<file path="config.mk">
export PLATFORM = sky130hd
export DESIGN_NAME = if_fetch_stage
export DESIGN_NICKNAME = d
export VERILOG_FILES = /design/src/rtl/if_fetch_stage.sv
export SDC_FILE = /design/constraint.sdc
export NUM_CORES = 1
export LEC_CHECK = 0
export ABC_AREA = 1
export ABC_CLOCK_PERIOD_IN_PS = 1290
export BUFFER_PORTS_ARGS = -buffer_cell sky130_fd_sc_hd__clkbuf_2
export CAP_MARGIN = 15
export CELL_PAD_IN_SITES_DETAIL_PLACEMENT = 0
export CELL_PAD_IN_SITES_GLOBAL_PLACEMENT = 2
export CORE_MARGIN = 2
export CORE_UTILIZATION = 22
export CTS_CLUSTER_SIZE = 25
export DETAILED_ROUTE_END_ITERATION = 6
export PLACE_DENSITY_LB_ADDON = 0.25
export SETUP_SLACK_MARGIN = 0.5
export SLEW_MARGIN = 20
export SYNTH_ARGS = -nofsm -noshare
export SYNTH_HDL_FRONTEND = slang
export SYNTH_SLANG_ARGS = --single-unit
</file>
<file path="constraint.sdc">
create_clock -name clk -period 1.29 [get_ports clk]
set_input_delay 0.258 -clock clk [delete_from_list [all_inputs] [get_ports clk]]
set_output_delay 0.258 -clock clk [all_outputs]
set_load 0.1 [all_outputs]
</file>
<file path="src/rtl/if_fetch_stage.sv">
// IF pipeline stage: captures the pre-IF payload, waits for the ICache response,
// holds the instruction until ID takes it, and drops responses killed by a flush.
module if_fetch_stage #(
   parameter int PS_TO_FS_BUS_WD = 40,
   parameter int FS_TO_DS_BUS_WD = 71
) (
   input  logic                       clk,
   input  logic                       reset,
   input  logic                       ps_to_fs_valid,
   input  logic [PS_TO_FS_BUS_WD-1:0] ps_to_fs_bus,
   output logic                       fs_allowin,
   input  logic                       icache_data_ok,
   input  logic [31:0]                icache_rdata,
   input  logic                       ds_allowin,
   output logic                       fs_to_ds_valid,
   output logic [FS_TO_DS_BUS_WD-1:0] fs_to_ds_bus,
   input  logic                       flush
);

   typedef enum logic [1:0] {
      S_EMPTY,
      S_WAIT,
      S_READY,
      S_CANCEL
   } state_t;

   state_t state, state_next, capture_next;

   logic        ps_inst_valid;
   logic        ps_bdd;
   logic [31:0] ps_pc;
   logic        ps_ex;
   logic [4:0]  ps_exctype;

   logic [31:0] pc;
   logic [31:0] inst;
   logic        ex;
   logic [4:0]  exctype;
   logic        bdd;

   logic        capture;
   logic        latch;
   logic        wait_hit;
   logic [31:0] inst_out;

   assign ps_inst_valid = ps_to_fs_bus[39];
   assign ps_bdd        = ps_to_fs_bus[38];
   assign ps_pc         = ps_to_fs_bus[37:6];
   assign ps_ex         = ps_to_fs_bus[5];
   assign ps_exctype    = ps_to_fs_bus[4:0];

   assign wait_hit       = (state == S_WAIT) && icache_data_ok;
   assign fs_to_ds_valid = !flush && ((state == S_READY) || wait_hit);
   assign fs_allowin     = !flush && ((state == S_EMPTY) || (fs_to_ds_valid && ds_allowin));
   assign capture        = ps_to_fs_valid && fs_allowin;
   assign latch          = wait_hit && !ds_allowin && !flush;

   // Response data bypasses the inst register so a WAIT hit costs no extra cycle.
   assign inst_out     = wait_hit ? icache_rdata : inst;
   assign fs_to_ds_bus = {bdd, ex, exctype, pc, inst_out};

   always_comb begin
      capture_next = S_EMPTY;
      if (ps_ex)
         capture_next = S_READY;
      else if (ps_inst_valid)
         capture_next = S_WAIT;
   end

   always_comb begin
      state_next = state;
      if (flush) begin
         case (state)
            S_WAIT:   state_next = icache_data_ok ? S_EMPTY : S_CANCEL;
            S_CANCEL: state_next = S_CANCEL;
            default:  state_next = S_EMPTY;
         endcase
      end else begin
         case (state)
            S_EMPTY: begin
               if (capture)
                  state_next = capture_next;
            end
            S_WAIT: begin
               if (icache_data_ok) begin
                  if (!ds_allowin)
                     state_next = S_READY;
                  else
                     state_next = capture ? capture_next : S_EMPTY;
               end
            end
            S_READY: begin
               if (ds_allowin)
                  state_next = capture ? capture_next : S_EMPTY;
            end
            S_CANCEL: begin
               if (icache_data_ok)
                  state_next = S_EMPTY;
            end
            default: state_next = S_EMPTY;
         endcase
      end
   end

   always_ff @(posedge clk) begin
      if (reset) begin
         state   <= S_EMPTY;
         pc      <= '0;
         inst    <= '0;
         ex      <= 1'b0;
         exctype <= '0;
         bdd     <= 1'b0;
      end else begin
         state <= state_next;
         if (capture) begin
            pc      <= ps_pc;
            bdd     <= ps_bdd;
            ex      <= ps_ex;
            exctype <= ps_exctype;
            inst    <= '0;
         end else if (latch) begin
            inst <= icache_rdata;
         end
      end
   end

endmodule

</file>
### Word-level counts from Yosys, hierarchy flattened

Cells that the tools add are included.

* flip-flop bits (word level): 73
* bits in latches: 0
* RAM bits: 0
* memory bits (read-only): 0
* bits of input ports: 78
* word-level logic and storage cells: 40
* memories kept: 0

* $add $sub $neg: 0
* $mul: 0
* div/mod/pow operators: 0
* order comparisons: 0
* equal/unequal tests: 7
* shift operators: 0
* muxes and demuxes: 13
* bitwise gates (word level): 0
* reduce and logical (&&, ||, !) cells: 14

Operators by type and width (count)
* $mux 32: 1
* $mux 2: 9
* $ne 3x3->1 const B: 4
* $pmux 2 s4: 1
* $logic_and 1x1->1: 7
* $eq 2x2->1 const B: 2
* $pmux 2 s2: 1
* $reduce_and 4->1: 1
* $eq 2x1->1 const B: 1
* $logic_not 1->1: 2
* $logic_not 2->1: 1
* $logic_or 1x1->1: 2
* $reduce_or 2->1: 1
* $mux 1: 1

### Logic depth before layout (Yosys ltp)

Gate-level depths: netlist of the first run.

* depth in word-level cells: 13
* gate-level depth with buffers: 11
* depth with buffers taken out: 9

### Worst setup path after synthesis of the first run

Ideal clock, no wire load.

* path kind: register to output
* from: reg state[1]
* to: out fs_to_ds_bus[10]
* arrival time: 2981 ps
* required time: 1032 ps
* setup slack: -1949 ps
* stages on the path, launching flop included: 7
* cell sequence: dfxtp_1 > inv_1 > nand2_1 > nor2_1 > buf_2 > clkbuf_1 > o21ai_0

* longest elaborated chain between the ends: 3

RTL lines
* start, declared: line 27 `state_t state, state_next, capture_next;`
* start signal, assigned: line 114 `state <= state_next;`
* $eq 2x1->1: line 52 `assign wait_hit = (state == S_WAIT) && icache_data_ok;`
* $logic_and 1x1->1: line 52
* $mux 32: line 59 `assign inst_out = wait_hit ? icache_rdata : inst;`
* end, declared: line 16 `output logic [FS_TO_DS_BUS_WD-1:0] fs_to_ds_bus,`

Every way passes these cells.

### Worst setup path after layout of the first run

* from: reg state[1]
* to: out fs_to_ds_bus[15]

Same word-level chain as after synthesis.

==> run_results.csv, run 1 <==
group,metric,value,unit
timing,hold_viol,0,
drt,drt_iter0_drc,162,
critical_path,arrival,1.60,ns
logic_synthesis,synth_cell_type_count,27,
drt,wire_per_inst,14.9,um
timing,slew_viol_final,0,
status,violations,"negative setup slack",
timing,clock.fmax,537,MHz
logic_synthesis,yosys.area_share.adder,0,%
floorplanning,dieArea,0.0152,mm2
logic_synthesis,synth_simple_gate_area_share,21.9,%
drt,vias_per_cell,4.37,
global_routing,grt_antenna_before_repair,0,
timing,timing.hold.ws,0.109,ns
critical_path,cp.required,1.03,ns
critical_path,end_kind,"primary output",
cells_and_area,nets,704,
floorplanning,dieHeight,123,um
drt,vias,3543,
clock_network,cts_tree,"built",
floorplanning,initial_utilization,22.6,%
logic_synthesis,synth_mux_area_share,0,%
critical_path,crit_slowest_cell,"dfxtp_2",
timing,rsz0062_at_grt,"true",
min_path,min_path_type,"input port to flop",
drt,drc,0,
global_routing,grt_first_pass_wirelength,18.1,mm
clock_network,cts_buffer_depth,2,
place,dp_hpwl,7.01,mm
place,place.gp.congestion,0.794,
clock_network,cts_sinks,73,
logic_synthesis,synth_area,0.00313,mm2
critical_path,critPathLaunchType,"flop",
clock_network,clk_latency,0.34,ns
timing,post-route-period-util,144,%
logic_synthesis,synth_top_family_by_area,"simple AND/OR/NAND/NOR gates",
place,placed_area,0.00584,mm2
logic_synthesis,ys_ff_latch,73,
critical_path,reg2reg_slack,-0.54,ns
logic_synthesis,yosys_warnings,0,
clock_network,cts.clk_slew.worst_paths,0.06,ns
logic_synthesis,syn_inst,420,
timing,skew,0.00677,ns
pwr,vdd_ir_drop_max,0.818,mV
logic_synthesis,synthArstFlopShare,0,%
floorplanning,core,0.0139,mm2
cells_and_area,antennaDiodeCount,0,
timing,timing.final.ws_setup,-0.571,ns
logic_synthesis,synth_compound_area_share,20.6,%
critical_path,cp_top_family,"buffers and inverters",
cells_and_area,postLayoutCellArea,0.00752,mm2
logic_synthesis,synth-xor-area-share,0,%
place,dp_slack,-0.375,ns
floorplanning,rows,43,
timing,worstMarginPinSlew,0.410,ns
floorplanning,ios,151,
critical_path,path_cells,"inv_2 -> nand2_4 -> nor2_4 -> buf_6 -> buf_12 -> buf_16 -> o21ai_4 -> buf_12",
timing,maxSlewHeadroom,72.6,%
cells_and_area,drive_gt1_share,68.5,%
timing,finalSetupViolCount,107,
logic_synthesis,synth_area_per_cell,7.46,um2
logic_synthesis,syn-num-nets,498,
flow_run,maxCapViolCount,0,
clock_network,ctsRootBufferMaster,"clkbuf_16",
critical_path,max_stage_delay,0.34,ns
critical_path,critPathKind,"flop to primary output",
cells_and_area,area_growth_syn_to_layout,140,%
timing,fin_crit,1.86,ns
global_routing,gr-total-overflow,0,
logic_synthesis,ys_seq_area_share,46.6,%
drt,ant_nets,0,
clock_network,numCtsBuffers,9,
critical_path,crit_path_max_fanout,5,
pwr,p_per_area,994,mW/mm2
global_routing,grt_pass1_vias,3566,
global_routing,grt_usage,15.8,%
global_routing,grt_max_degree,40,
logic_synthesis,ys.flop_type,"dfxtp_1",
critical_path,timing.critical_path.buf_inv,5,
pwr,design_power_total,0.00747,W
cells_and_area,n_fill_cell,1228,
logic_synthesis,synth-edff-count,0,
place,io_buffers,150,
status,status,"finished, violations left",
drt,routed_wl,12.1,mm
drt,dr.pass1.iters,4,
pwr,cellLeakagePower,2.98,nW
critical_path,crit_path_frequent_cell,"buf_12",
clock_network,cts_max_level,3,
floorplanning,fp.dieW,123,um
synthesized netlist by cell type, types with 2 or more instances:
cell type / instances / share of area, %
dfxtp_1: 73 / 47
o21ai_0: 62 / 9.9
buf_4: 2 / 0.48
o21ai_1: 10 / 1.6
buf_2: 13 / 2.1
a21oi_1: 5 / 0.80
nand2_4: 3 / 1.1
nor2_2: 10 / 2.0
buf_6: 3 / 1.1
a211oi_1: 31 / 7.4
clkbuf_1: 9 / 1.1
nand2_1: 41 / 4.9
inv_1: 38 / 4.6
nand3_1: 2 / 0.32
nor2_1: 106 / 13
report_power, final:
group	internal [W]	switching (W)	leakage, nW
sequential	0.00237	0.000120	0.622
clock	0.00134	0.000959	0.134
combinational	0.00114	0.00154	2.23
total	0.00485	0.00262	2.98
per-layer routing:
metal  share of wire, %  track usage (%)
met5                  0                0
met4               0.89             4.40
met3                7.6             7.52
met2                 53             27.2
met1                 38             17.3
final cells by class:
cell class / instances / area (um2) / area share [%]
Timing Repair Buffer: 224 / 3090 / 41.1
Sequential cell: 73 / 1610 / 21.4
Multi-Input combinational cell: 278 / 2160 / 28.8
Clock inverter: 4 / 18.8 / 0.250
Tap cell: 180 / 225 / 3.00
Clock buffer: 12 / 246 / 3.28
Inverter: 40 / 163 / 2.16
cells by family (layout without fill, tap and decap cells):
family / after synthesis / count (layout)
AOI/OAI and AO/OA: 111 / 111
buffers and inverters: 70 / 280
DFF: 73 / 73
and+or+nand+nor: 166 / 167
flip-flops by register name (all words and copies together) (netlist names):
| name | cells |
|---|---|
| pc | 32 |
| exctype | 5 |
| ex | 1 |
| state | 2 |
| inst | 32 |
| bdd | 1 |
worst paths after layout:
path / startpoint / end / cells past startpoint
setup / recovery: state[1] / fs_to_ds_bus[15] / 8
setup reg to reg: state[1] / exctype[1] / 14
hold / removal: reset / state[0] / 2
hold reg to reg: pc[24] / pc[24] / 2
per-stage QoR:
| step | TNS (ns) | cells | util [%] |
|---|---|---|---|
| 6_report | -49.28 | 811 | 54.2 |
| 5_1_grt | -56.41 | 811 | 54.2 |
| 4_1_cts | -43.85 | 801 | 52.3 |
| 3_5_place_dp | -30.17 | 741 | 42.1 |
| 3_3_place_gp | -26.77 | 741 | 42.1 |
| 2_1_floorplan | -21.98 | 420 | - |
placed cells by master (no fill, tap or decap), drive strengths merged:
cell type and n:
clkbuf 93, o21a 1, dfxtp 73, nand3b 1, nand2 45, a21oi 5, o21ai 72, o211ai 1
a211oi 32, clkinv 4, nor2 116, inv 40, nor3 1, nand3 3, buf 143, or2 1
timing repair:
action | CTS | global route
hold buffers | 0 | 0
gates cloned | 17 | 5
setup endpoints to repair | 146 | 146
setup buffers | 27 | 5
gates resized for setup | 142 | 32
pin swaps | 22 | 5
No activity file was read; power rests on OpenSTA's default activity.
==> run 2: changes to the inputs <==
--- a/config.mk
+++ b/config.mk
@@ -15,6 +15,7 @@
 export CORE_UTILIZATION = 22
 export CTS_CLUSTER_SIZE = 25
 export DETAILED_ROUTE_END_ITERATION = 6
+export MAX_ROUTING_LAYER = met4
 export PLACE_DENSITY_LB_ADDON = 0.25
 export SETUP_SLACK_MARGIN = 0.5
 export SLEW_MARGIN = 20
==> run 2 against run 1 <==
Net effect: clock skew barely moved; critical path depth is the same; wire length is essentially flat; sequential power is essentially flat; clock-buffer cell count unchanged; cell count stayed put; via count grew 0.48%; total power about the same; sequential share of layout area about the same; the flow still finishes with violations (negative setup slack); clock power about the same.
==> run_results.csv, run 2 (synthesis results as in run 1) <==
group,metric,value,unit
global_routing,gr-total-overflow,0,
timing,finalSetupViolCount,107,
floorplanning,initial_utilization,22.6,%
pwr,pwr-share-seq,33.3,%
clock_network,cts_tree,"built",
timing,timing.final.ws_setup,-0.573,ns
floorplanning,dieArea,0.0152,mm2
floorplanning,ios,151,
global_routing,grt_pass1_vias,3561,
clock_network,clk_latency,0.34,ns
timing,slew_viol_final,0,
global_routing,grt_usage,16.3,%
timing,maxSlewHeadroom,72.6,%
critical_path,arrival,1.61,ns
critical_path,end_kind,"primary output",
clock_network,cts.clk_slew.worst_paths,0.06,ns
global_routing,grt_first_pass_wirelength,18.1,mm
place,dp_slack,-0.375,ns
drt,ant_nets,0,
cells_and_area,final_cell_mix,"buf_12 (93), nor2_1 (86), clkbuf_2 (77), dfxtp_4 (39), inv_1 (36)",
pwr,power.switching,0.00262,W
min_path,min_path_type,"input port to flop",
critical_path,cp.required,1.03,ns
cells_and_area,n_fill_cell,1231,
timing,fin_crit,1.86,ns
pwr,vdd_ir_drop_max,0.821,mV
clock_network,cts_sinks,73,
status,violations,"negative setup slack",
timing,clock.fmax,537,MHz
global_routing,grt_antenna_before_repair,0,
pwr,combPwrFrac,35.9,%
drt,dr.pass1.iters,4,
critical_path,critPathLaunchType,"flop",
clock_network,cts_buffer_depth,2,
global_routing,grt_use_met2,27.2,%
global_routing,grt_max_degree,40,
place,place.gp.congestion,0.805,
cells_and_area,finalNonFillerCells,811,
timing,skew,0.00682,ns
place,dp.cells,741,
cells_and_area,layout_commonest_cell,"buf_12",
critical_path,crit_path_max_fanout,5,
floorplanning,dieHeight,123,um
drt,drt_iter0_drc,154,
timing,worstMarginPinSlew,0.410,ns
timing,post-route-period-util,144,%
pwr,cellLeakagePower,2.98,nW
cells_and_area,top_regs,"inst (32), pc (32), exctype (5)",
cells_and_area,nets,704,
clock_network,cts_max_level,3,
pwr,swShare,35.1,%
pwr,intPower,0.00485,W
cells_and_area,area_growth_syn_to_layout,140,%
drt,wire_per_inst,14.9,um
critical_path,critPathKind,"flop to primary output",
drt,vias,3560,
floorplanning,rows,43,
floorplanning,core,0.0139,mm2
drt,vias_per_cell,4.39,
drt,drc,0,
status,status,"finished, violations left",
drt,routed_wl,12.1,mm
cells_and_area,drive_gt1_share,68.1,%
place,io_buffers,150,
pwr,p_per_area,995,mW/mm2
flow_run,maxCapViolCount,0,
clock_network,ctsRootBufferMaster,"clkbuf_16",
global_routing,use_met3,6.69,%
clock_network,numCtsBuffers,9,
cells_and_area,antennaDiodeCount,0,
global_routing,grt_busiest_layer,"met2",
timing,hold_viol,0,
place,dp_hpwl,7.01,mm
timing,rsz0062_at_grt,"true",
global_routing,use_met1,18.0,%
floorplanning,fp.dieW,123,um
pwr,clock_power_share,30.8,%
## run 2: path summary, 6_finish.rpt
path,startpoint,to,slack (ns),depth (start not counted)
worst max-delay path,state[1],fs_to_ds_bus[15],-0.57,8
worst min-delay path,reset,state[0],0.11,2
worst max register to register,state[1],exctype[1],-0.53,14
worst min register to register,pc[24],pc[24],0.49,2
## run 2: layout make-up
| type | count | area [um2] | share of cell area, % |
|---|---|---|---|
| clock buffers | 12 | 246 | 3.28 |
| clock inverters | 4 | 18.8 | 0.250 |
| inverters | 40 | 163 | 2.16 |
| multi-input cells | 278 | 2160 | 28.7 |
| flip-flops and latches | 73 | 1610 | 21.4 |
| well taps | 180 | 225 | 3.00 |
| repair buffers | 224 | 3090 | 41.1 |
## run 2: metrics by stage
step	instance area [um2]	power [W]	hold slack (ns)	utilization, %	TNS, ns
floorplan	3740	0.00380	0.320	-	-21.98
global placement	5840	0.00464	0.461	42.1	-26.77
detailed placement	5840	0.00465	0.458	42.1	-30.17
CTS	7250	0.00751	0.0922	52.3	-43.85
global route	7510	0.00779	0.104	54.1	-56.34
finish	7510	0.00747	0.106	54.1	-49.32
## run 2: timing repair
action	in CTS	in global routing
setup buffers	27	5
pin swaps	22	5
hold endpoints to repair	0	0
cloned	17	5
endpoints found under the setup margin	146	146
hold buffers	0	0
gates resized for setup	142	30
## run 2: routing by layer
metal  vias up  wire, um  share of wire, %
met4         0       113              0.94
met5         -         0                 0
met1      1690      4770                40
li1       1778         -                 -
met3         9       791               6.6
met2        83      6390                53
## run 2: power groups by stage
stage | Clock (W) | Sequential, W | Combinational (W)
after floorplan | 0 | 0.00323 | 0.000574
after global placement | 0 | 0.00253 | 0.00210
after detailed placement | 0 | 0.00254 | 0.00211
after CTS | 0.00239 | 0.00249 | 0.00263
after global routing | 0.00249 | 0.00250 | 0.00280
final | 0.00230 | 0.00249 | 0.00268
## run 2: critical path, stage by stage, from the launching register on
cell and delay, ns:
dfxtp_2 0.34, inv_2 0.04, nand2_4 0.06, nor2_4 0.05
buf_6 0.13, buf_12 0.14, buf_16 0.15, o21ai_4 0.16
buf_12 0.19
==> run 3: changes to the inputs <==
--- a/config.mk
+++ b/config.mk
@@ -11,7 +11,6 @@
 export CAP_MARGIN = 15
 export CELL_PAD_IN_SITES_DETAIL_PLACEMENT = 0
 export CELL_PAD_IN_SITES_GLOBAL_PLACEMENT = 2
-export CORE_MARGIN = 2
 export CORE_UTILIZATION = 22
 export CTS_CLUSTER_SIZE = 25
 export DETAILED_ROUTE_END_ITERATION = 6
==> run 3 against run 2 <==
Net effect: the flow still finishes with violations (negative setup slack); flip-flop and latch count stayed put; non-clock buffer count is 1 higher; clock power hardly changed; clock-buffer cell count is 4 higher; via count is 1.2% higher; total power is 3.1% lower; fmax is 0.45% higher; highest routed layer unchanged.
==> run_results.csv, run 3 (synthesis results as in run 1) <==
group,metric,value,unit
status,status,"finished, violations left",
status,violations,"negative setup slack",
pwr,p_per_area,951,mW/mm2
global_routing,grt_pass1_vias,3555,
cells_and_area,nets,706,
timing,rsz0062_at_grt,"true",
pwr,cellLeakagePower,3.06,nW
clock_network,cts_sinks,73,
critical_path,critPathKind,"flop to primary output",
cells_and_area,area_growth_syn_to_layout,143,%
cells_and_area,layout_commonest_cell,"buf_12",
drt,routed_wl,12.2,mm
cells_and_area,fin_util,54.9,%
critical_path,max_stage_delay,0.36,ns
critical_path,crit_path_frequent_cell,"buf_12",
drt,dr.pass1.iters,4,
critical_path,critPathLaunchType,"flop",
pwr,vdd_ir_drop_max,0.711,mV
drt,wl_met3,729,um
timing,hold_viol,0,
min_path,hold_depth,2,
critical_path,r2r_cells,12,
floorplanning,fp.dieW,121,um
critical_path,cp.required,1.03,ns
timing,skew,0.00271,ns
floorplanning,ios,151,
clock_network,clk_latency,0.34,ns
clock_network,cts.clk_slew.worst_paths,0.05,ns
drt,dr_wl_met2,6.14,mm
floorplanning,dieArea,0.0147,mm2
drt,ant_nets,0,
critical_path,cp_top_family,"buffers and inverters",
cells_and_area,multi_input_area,0.00223,mm2
critical_path,crit_cells,7,
clock_network,cts_tree,"built",
cells_and_area,n_fill_cell,1190,
critical_path,end_kind,"primary output",
critical_path,crit_slowest_cell,"dfxtp_4",
drt,drc,0,
global_routing,grt_antenna_before_repair,0,
flow_run,maxCapViolCount,0,
drt,vias_per_cell,4.43,
floorplanning,rows,43,
critical_path,timing.critical_path.buf_inv,4,
place,placed_area,0.00586,mm2
global_routing,grt_max_degree,20,
drt,drt_iter0_drc,128,
timing,timing.setup.tns,-45.98,ns
floorplanning,initial_utilization,22.6,%
drt,wire_per_inst,15.0,um
timing,timing.hold.ws,0.0953,ns
cells_and_area,final_cell_mix,"buf_12 (89), clkbuf_2 (77), nor2_1 (64), dfxtp_4 (38), inv_1 (37)",
clock_network,ctsRootBufferMaster,"clkbuf_16",
timing,slew_viol_final,0,
global_routing,grt_usage,16.7,%
clock_network,cts_buffer_depth,2,
global_routing,gr-total-overflow,0,
cells_and_area,top_regs,"inst (32), pc (32), exctype (5)",
place,dp_slack,-0.311,ns
drt,vias,3603,
clock_network,numCtsBuffers,9,
global_routing,grt_first_pass_wirelength,18.0,mm
critical_path,arrival,1.60,ns
floorplanning,core,0.0139,mm2
timing,timing.final.ws_setup,-0.565,ns
timing,worstMarginPinSlew,0.473,ns
cells_and_area,seq_area,0.00161,mm2
timing,finalSetupViolCount,107,
place,io_buffers,150,
place,place.gp.congestion,0.726,
timing,clock.fmax,539,MHz
critical_path,crit_path_max_fanout,7,
drt,top_layer,"met4",
cells_and_area,postLayoutCellArea,0.00762,mm2
cells_and_area,antennaDiodeCount,0,
timing,maxSlewHeadroom,68.3,%
place,dp_hpwl,6.95,mm
floorplanning,dieHeight,121,um
timing,post-route-period-util,144,%
min_path,min_path_type,"input port to flop",
timing,fin_crit,1.86,ns
critical_path,path_cells,"nand2_4 -> nor2_4 -> buf_12 -> buf_6 -> buf_16 -> o21ai_4 -> buf_12",
cells_and_area,drive_gt1_share,67.8,%
clock_network,cts_max_level,3,
drt,wl_met1,5.13,mm
-- run 3: changes by cell type in the layout (fill, tap and decap cells not counted), moves of 4 or more --
cell	before	now
nor2_1	86	64
nand2_2	10	1
nor2_4	5	21
nand2_4	1	12
nor2_2	25	31
o21ai_1	4	25
buf_12	93	89
o21ai_2	35	13
-- run 3: final timing paths --
kind | from | end | slack, ns
worst max-delay path | state[0] | fs_to_ds_bus[1] | -0.57
worst min-delay path | reset | state[0] | 0.1
worst max register to register | state[0] | inst[26] | -0.57
worst min register to register | ex | ex | 0.48
-- run 3: layer usage --
layer / GRT usage, % / vias up
li1: - / 1799
met5: - / -
met3: 4.42 / 16
met2: 26.5 / 102
met4: 8.02 / 0
met1: 19.5 / 1686
-- run 3: timing repair --
item | 4_1_cts | 5_1_grt
endpoints found under the setup margin | 146 | 146
pin swaps | 15 | 36
cloned | 14 | 12
hold buffers | 0 | 0
buffers inserted | 17 | 7
gates resized for setup | 94 | 107
-- run 3: cell type report --
type / count / area share (%)
well taps: 180 / 2.96
repair inverters: 1 / 0.214
repair buffers: 225 / 40.7
inverters: 40 / 2.14
multi-input cells: 278 / 29.3
flip-flops and latches: 73 / 21.1
clock buffers: 16 / 3.56
-- run 3: stage by stage --
stage / cells / power (W)
detailed placement: 747 / 0.00464
global route: 813 / 0.00757
finish: 813 / 0.00725
CTS: 794 / 0.00711
global placement: 747 / 0.00463
floorplan: 420 / 0.00380
-- run 3: power breakdown --
part	internal (W)	total, W	switching [W]	leakage [nW]
logic	0.000955	0.00243	0.00147	2.31
clock network	0.00141	0.00232	0.000910	0.131
registers	0.00237	0.00250	0.000124	0.622
total	0.00474	0.00725	0.00251	3.06
-- run 3: worst reg2reg max path: cells and delay by family (launching register included) --
family	cells	cell delay, ns
and+or+nand+nor	4	0.27
AOI/OAI and AO/OA	1	0.18
DFF	1	0.36
buffers and inverters	7	0.95
